==> config.mk <==
export PLATFORM = sky130hd
export DESIGN_NAME = flags_register_unit
export DESIGN_NICKNAME = d
export VERILOG_FILES = /design/src/rtl/flags_register_unit.sv
export SDC_FILE = /design/constraint.sdc
export NUM_CORES = 1
export LEC_CHECK = 0
export ABC_CLOCK_PERIOD_IN_PS = 1800
export CORE_UTILIZATION = 44
export DETAILED_ROUTE_END_ITERATION = 7
export PLACE_DENSITY = 0.78
export SLEW_MARGIN = 5
export SYNTH_ARGS = -nofsm -noshare
export SYNTH_HDL_FRONTEND = slang
export SYNTH_SLANG_ARGS = --single-unit
==> constraint.sdc <==
create_clock -name clk -period 1.8 [get_ports clk]
set_input_delay 0.27 -clock clk [delete_from_list [all_inputs] [get_ports clk]]
set_output_delay 0.27 -clock clk [all_outputs]
set_load 0.005 [all_outputs]
==> src/rtl/flags_register_unit.sv <==
// rtl/flags_register_unit.sv - architected NZCV flags register with one-entry exception shadow
module flags_register_unit #(
  parameter logic [3:0] RESET_FLAGS = 4'b0000
) (
  input  logic       clk,
  input  logic       reset,
  input  logic       StallE,
  input  logic       FlushE,
  input  logic [1:0] FlagWriteE,
  input  logic       CondExE,
  input  logic [3:0] ALUFlagsE,
  input  logic       SaveFlags,
  input  logic       RestoreFlags,
  output logic [3:0] FlagsE,
  output logic       FlagsUpdated,
  output logic       ShadowValid,
  output logic       FlagErr
);

  typedef enum logic {EMPTY = 1'b0, FULL = 1'b1} shadowState_t;

  shadowState_t shadowState, shadowStateNext;
  logic [3:0]   flags, flagsNext;
  logic [3:0]   shadow, shadowNext;
  logic         flagErrNext;
  logic         upd, legalSave, legalRestore;

  always_ff @(posedge clk or posedge reset) begin
    if (reset) begin
      shadowState  <= EMPTY;
      flags        <= RESET_FLAGS;
      shadow       <= 4'b0000;
      FlagsUpdated <= 1'b0;
      FlagErr      <= 1'b0;
    end else begin
      shadowState  <= shadowStateNext;
      flags        <= flagsNext;
      shadow       <= shadowNext;
      FlagsUpdated <= (flagsNext != flags);
      FlagErr      <= flagErrNext;
    end
  end

  always_comb begin
    shadowStateNext = shadowState;
    flagsNext       = flags;
    shadowNext      = shadow;
    flagErrNext     = 1'b0;
    upd             = 1'b0;
    legalSave       = 1'b0;
    legalRestore    = 1'b0;
    if (!StallE) begin
      upd          = ~FlushE & CondExE;
      legalSave    = SaveFlags & ~RestoreFlags & (shadowState == EMPTY);
      legalRestore = RestoreFlags & ~SaveFlags & (shadowState == FULL);
      flagErrNext  = (SaveFlags | RestoreFlags) & ~legalSave & ~legalRestore;
      if (upd && FlagWriteE[1]) flagsNext[3:2] = ALUFlagsE[3:2];
      if (upd && FlagWriteE[0]) flagsNext[1:0] = ALUFlagsE[1:0];
      // Shadow captures the pre-update flags, so a save alongside an ALU write keeps the old value.
      if (legalSave) begin
        shadowNext      = flags;
        shadowStateNext = FULL;
      end
      if (legalRestore) begin
        flagsNext       = shadow;
        shadowStateNext = EMPTY;
      end
    end
  end

  assign FlagsE      = flags;
  assign ShadowValid = (shadowState == FULL);

endmodule

Word level (Yosys, flattened, before mapping)
Index checks and enable logic that the tools add are counted.
Widths: inputs -> output; s select.
- register bits: 11
- bits in latches: 0
- RAM bits: 0
- memory bits (read-only): 0
- input bits: 13
- output and inout bits: 7
- logic and storage cells: 33
- memories kept: 0
- add/subtract/negate cells: 0
- multiply operators: 0
- divide/modulo/power cells: 0
- order comparisons: 0
- equal/unequal tests: 1
- shifts and indexed selects: 0
- muxes and demuxes: 7
- bitwise operators: 15
- reductions and logical operators: 5
- operators by type and width (kind ; number):
    $mux 4 ; 2
    $and 1x1->1 ; 7
    $not 1->1 ; 7
    $mux 2 ; 2
    $ne 4x4->1 ; 1
    $reduce_and 2->1 ; 2
    $mux 1 ; 3
    $logic_and 1x1->1 ; 2
    $reduce_bool 2->1 ; 1
    $or 1x1->1 ; 1

Longest topological paths before layout
- depth in word-level cells: 7
- mapped depth: 6
- mapped depth without buffers: 5

Worst setup path before layout
OpenSTA, ideal clock, no wires.
- path kind: register to register
- from: register shadowState, in the netlist ShadowValid
- to: register FlagsUpdated
- setup time: 0.071 ns
- arrival: 1.349 ns
- data required time: 1.729 ns
- path slack: 0.380 ns
- cell stages (with the launch flop): 7
- buffers on the path: 1
- clock period less this slack: 1.420 ns
- cell sequence: dfrtp_1 -> and3b_1 -> buf_4 -> nor3b_2 -> a21oi_1 -> o32a_1 -> nand4_1
- word-level cells in the longest chain between the ends: 4
- ends and longest elaborated chain (element ; line ; text):
    start, declared ; 22 ; shadowState_t shadowState, shadowStateNext;
    start signal, assigned ; 36 ; shadowState <= shadowStateNext;
    $and 1x1->1 ; 55 ; legalRestore = RestoreFlags & ~SaveFlags & (shadowState == FULL);
    $mux 4 ; 64 ; if (legalRestore) begin
    $mux 4 ; 52 ; if (!StallE) begin
    $ne 4x4->1 ; 39 ; FlagsUpdated <= (flagsNext != flags);
    end signal, assigned ; 39 ;
    end, declared ; 15 ; output logic FlagsUpdated,
No other way between the ends.
A chain may end at the register's enable or synchronous reset.

Final worst setup path
- from: input port SaveFlags
- to: register FlagsUpdated
- word-level cells in the longest chain between the ends: 6
- ends and longest elaborated chain (element ; line ; text):
    start, declared ; 12 ; input logic SaveFlags,
    $not 1->1 ; 55 ;
    $and 1x1->1 (2 in series) ; 55 ;
    $mux 4 ; 64 ;
    $mux 4 ; 52 ;
    $ne 4x4->1 ; 39 ;
No other way between the ends.

==> key figures <==
Clock tree
  – Resized cells post-CTS: 0
  – H-Tree Depth: 1
  – Cts hold-fix bufs: 0
  – CTS buffer count: 3
  – Max clock buf depth: 2
  – CTS root buffer: clkbuf_4
  – CTS tree: done
  – Post-CTS setup buffer count: 0
  – Reg clk slew, reported paths: approximately 0.080 ns
  – Clock Latency Late Sink: 0.28 ns
  – Clock sink count: 11

Routing
  – Number of antenna-violating nets in the routed design: 0
  – Via count: 631
  – Vias per cell: 5.74
  – DRT Pass-1 Iters: 4
  – # DRC: 0
  – Final wirelength: 1.51 mm
  – Iter 0 DRT Violations: 13
  – WL/cell: 13.8 um

Logic synthesis
  – Synthesized flop and latch total: 11
  – Most numerous cell in the Yosys netlist: dfrtp_1
  – Syn Inst Count: 69
  – Number of flops mapped to enable cells by yosys: 0
  – Post-Syn Nets: 82
  – Complex-gate fraction of the synthesized area: around 17%
  – Post-synthesis adder-cell area fraction: 0%
  – Xor/xnor share of the synthesized area: 0%
  – FFs w/ async S/R, synth: 100%
  – Post-Synthesis Cell Area: between 600 and 700 um2
  – Yosys warns: 0
  – Area leader, netlist: dfrtp_1
  – Synth top cells by count: dfrtp_1, nand2_1, nor2_1
  – Area share of the largest cell type after synthesis: between 40% and 50%
  – Sequential-to-total area share from yosys stat: 43.0%
  – Post-synthesis average cell area: 9.28 um2
  – Synth area leaders: dfrtp_1, nand2_1, mux2_2, nor3b_2, nand3b_1
  – Simple-gate share of the synthesized area: 27.1%
  – Yosys cell types: 27
  – Mux cell area share after synthesis: under 10%
  – Largest family of logic cells by synthesized area: simple AND/OR/NAND/NOR gates
  – Most used DFF post-synth: dfrtp_1

Worst setup path
  – Setup crit start kind: input pin
  – Worst r2r path cells: 5
  – Critical setup path kind: in -> reg
  – R2r endpoint: FlagsUpdated
  – Nature of the critical path endpoint: flop
  – FF-to-FF Start: ShadowValid
  – CP Max Fanout: 9
  – Worst R2R Setup Slack: 0.23 ns
  – Crit path arrival time: 1.79 ns
  – Req. time, crit path: 2.01 ns
  – Crit. Startpoint: SaveFlags

Power
  – Static Leakage: ~0.38 nW
  – Worst vdd ir: 0.523 mV
  – PwrDens: 942 mW/mm2

Timing
  – Final cycle utilization of the critical path: 87.9%
  – Setup TNS: 0 ns
  – Final min period: 1.58 ns
  – Max-slew violation count: 0
  – Unrepaired setup endpoints after global routing: false
  – Setup-failing EPs final: 0
  – Max Clock Skew: 0.00951 ns
  – Hold Violations, Final: 0
  – Worst-margin pin slew: 0.421 ns
  – Relative slew slack: 71.9%
  – Max Clock Freq: 632 MHz

Die
  – CORE AREA: 0.00133 mm2
  – Ports: 20
  – Die Y: 40.2 um
  – Starting Density: 48.0%
  – DIE WIDTH: 40.2 um
  – Row count: 13
  – Die area: 0.00161 mm2

Place
  – Placer congestion estimate: 0.837
  – Detail Placement HPWL: 1.14 mm
  – I/O Buffers: 19

Global route
  – First-pass GRT wire length: 2.42 mm
  – Largest net degree at the start of global routing: 12
  – Gr usage total: 23.2%
  – Vias in the first global route: 572
  – Gr ovfl total: 0
  – Antenna violations before repair: 0

Worst hold path
  – Worst hold-check path type: in -> async

Job
  – Max Cap Violations: 0

Final layout
  – Share of post-route cells with drive strength above 1: 15.8%
  – Nets: between 100 and 150
  – Diodes inserted: 0
  – Area Overhead vs Synth: 41.0%
  – Number of fill cells: 105
  – Fin util: 67.7%

Status
  – Status: finished clean
## worst max-delay path, cell delays in order
cell	delay [ns]
clkdlybuf4s50_1	0.51
and3b_1	0.30
nor3b_2	0.23
a21oi_1	0.08
o32a_1	0.31
nand4_1	0.09
## layer usage
layer | vias up | track usage (%) | part of all wire, % | wire [um]
li1 | 305 | - | - | -
met1 | 297 | 27.6 | 45 | 685
met2 | 24 | 39.5 | 47 | 714
met3 | 5 | 5.00 | 5.7 | 86
met4 | 0 | 10.3 | 1.8 | 27
met5 | - | 0 | 0 | 0
## cells in the final DEF, fill, tap and decap left out
cell type and instances:
inv_1 4, mux2_1 1, o21bai_1 1, nor4b_2 1
o21ai_0 3, nand3b_1 3, a31oi_1 1, clkdlybuf4s50_1 19
o311a_1 1, o211ai_1 2, dfrtp_1 11, nor3_1 3
nor3b_2 2, nand2_1 9, nand4_1 3, nor2b_1 1
mux2i_1 1, clkinv_2 1, nor2_1 6, o21ai_1 2
or3_1 1, buf_4 5, clkbuf_4 3, a211oi_1 1
and3b_1 1, o32a_1 1, a21oi_1 4, o22a_1 1
mux2_2 3
## where the power goes
part | leakage (nW) | internal [W] | total [W] | switching [W]
Clock | 0.0177 | 0.0000824 | 0.000177 | 0.0000946
Combinational | 0.229 | 0.000169 | 0.000268 | 0.0000988
Sequential | 0.137 | 0.000328 | 0.000406 | 0.0000783
Total | 0.383 | 0.000579 | 0.000851 | 0.000272
## worst max-delay path by stage
stage,end,cells past startpoint
finish,FlagsUpdated,6
global route,FlagsUpdated,7
CTS,FlagsUpdated,6
detailed placement,FlagsUpdated,6
global placement,FlagsUpdated,6
floorplan,FlagsUpdated,6
## state kept, by name, summed over array words and instances, names as in the netlist
signal / cells
ShadowValid: 1
shadow: 4
FlagsUpdated: 1
FlagErr: 1
FlagsE: 4
## layout make-up
class,instances,area (um2),area share (%)
well taps,15,18.8,2.08
multi-input cells,52,339,37.5
clock inverters,1,5.00,0.554
inverters,4,15.0,1.66
repair buffers,24,228,25.2
flip-flops and latches,11,275,30.5
clock buffers,3,22.5,2.49
## through the flow
stage                     setup WS [ns]  power, W  instances  hold WS, ns  cell area [um2]
final                             0.217  0.000851        110        0.274              903
after global routing              0.133  0.000898        110        0.342              903
after detailed placement        -0.0557  0.000675        106        0.512              876
after CTS                         0.217  0.000854        110        0.294              903
after floorplan                   0.380  0.000514         69        0.122              641
after global placement         -0.00136  0.000667        106        0.508              876
## cell families after synthesis
group / after synthesis
mux: 5
flops: 11
buf+inv: 6
compound gates: 17
simple gates: 30
Note: power is estimated with default switching activity, not from simulation.
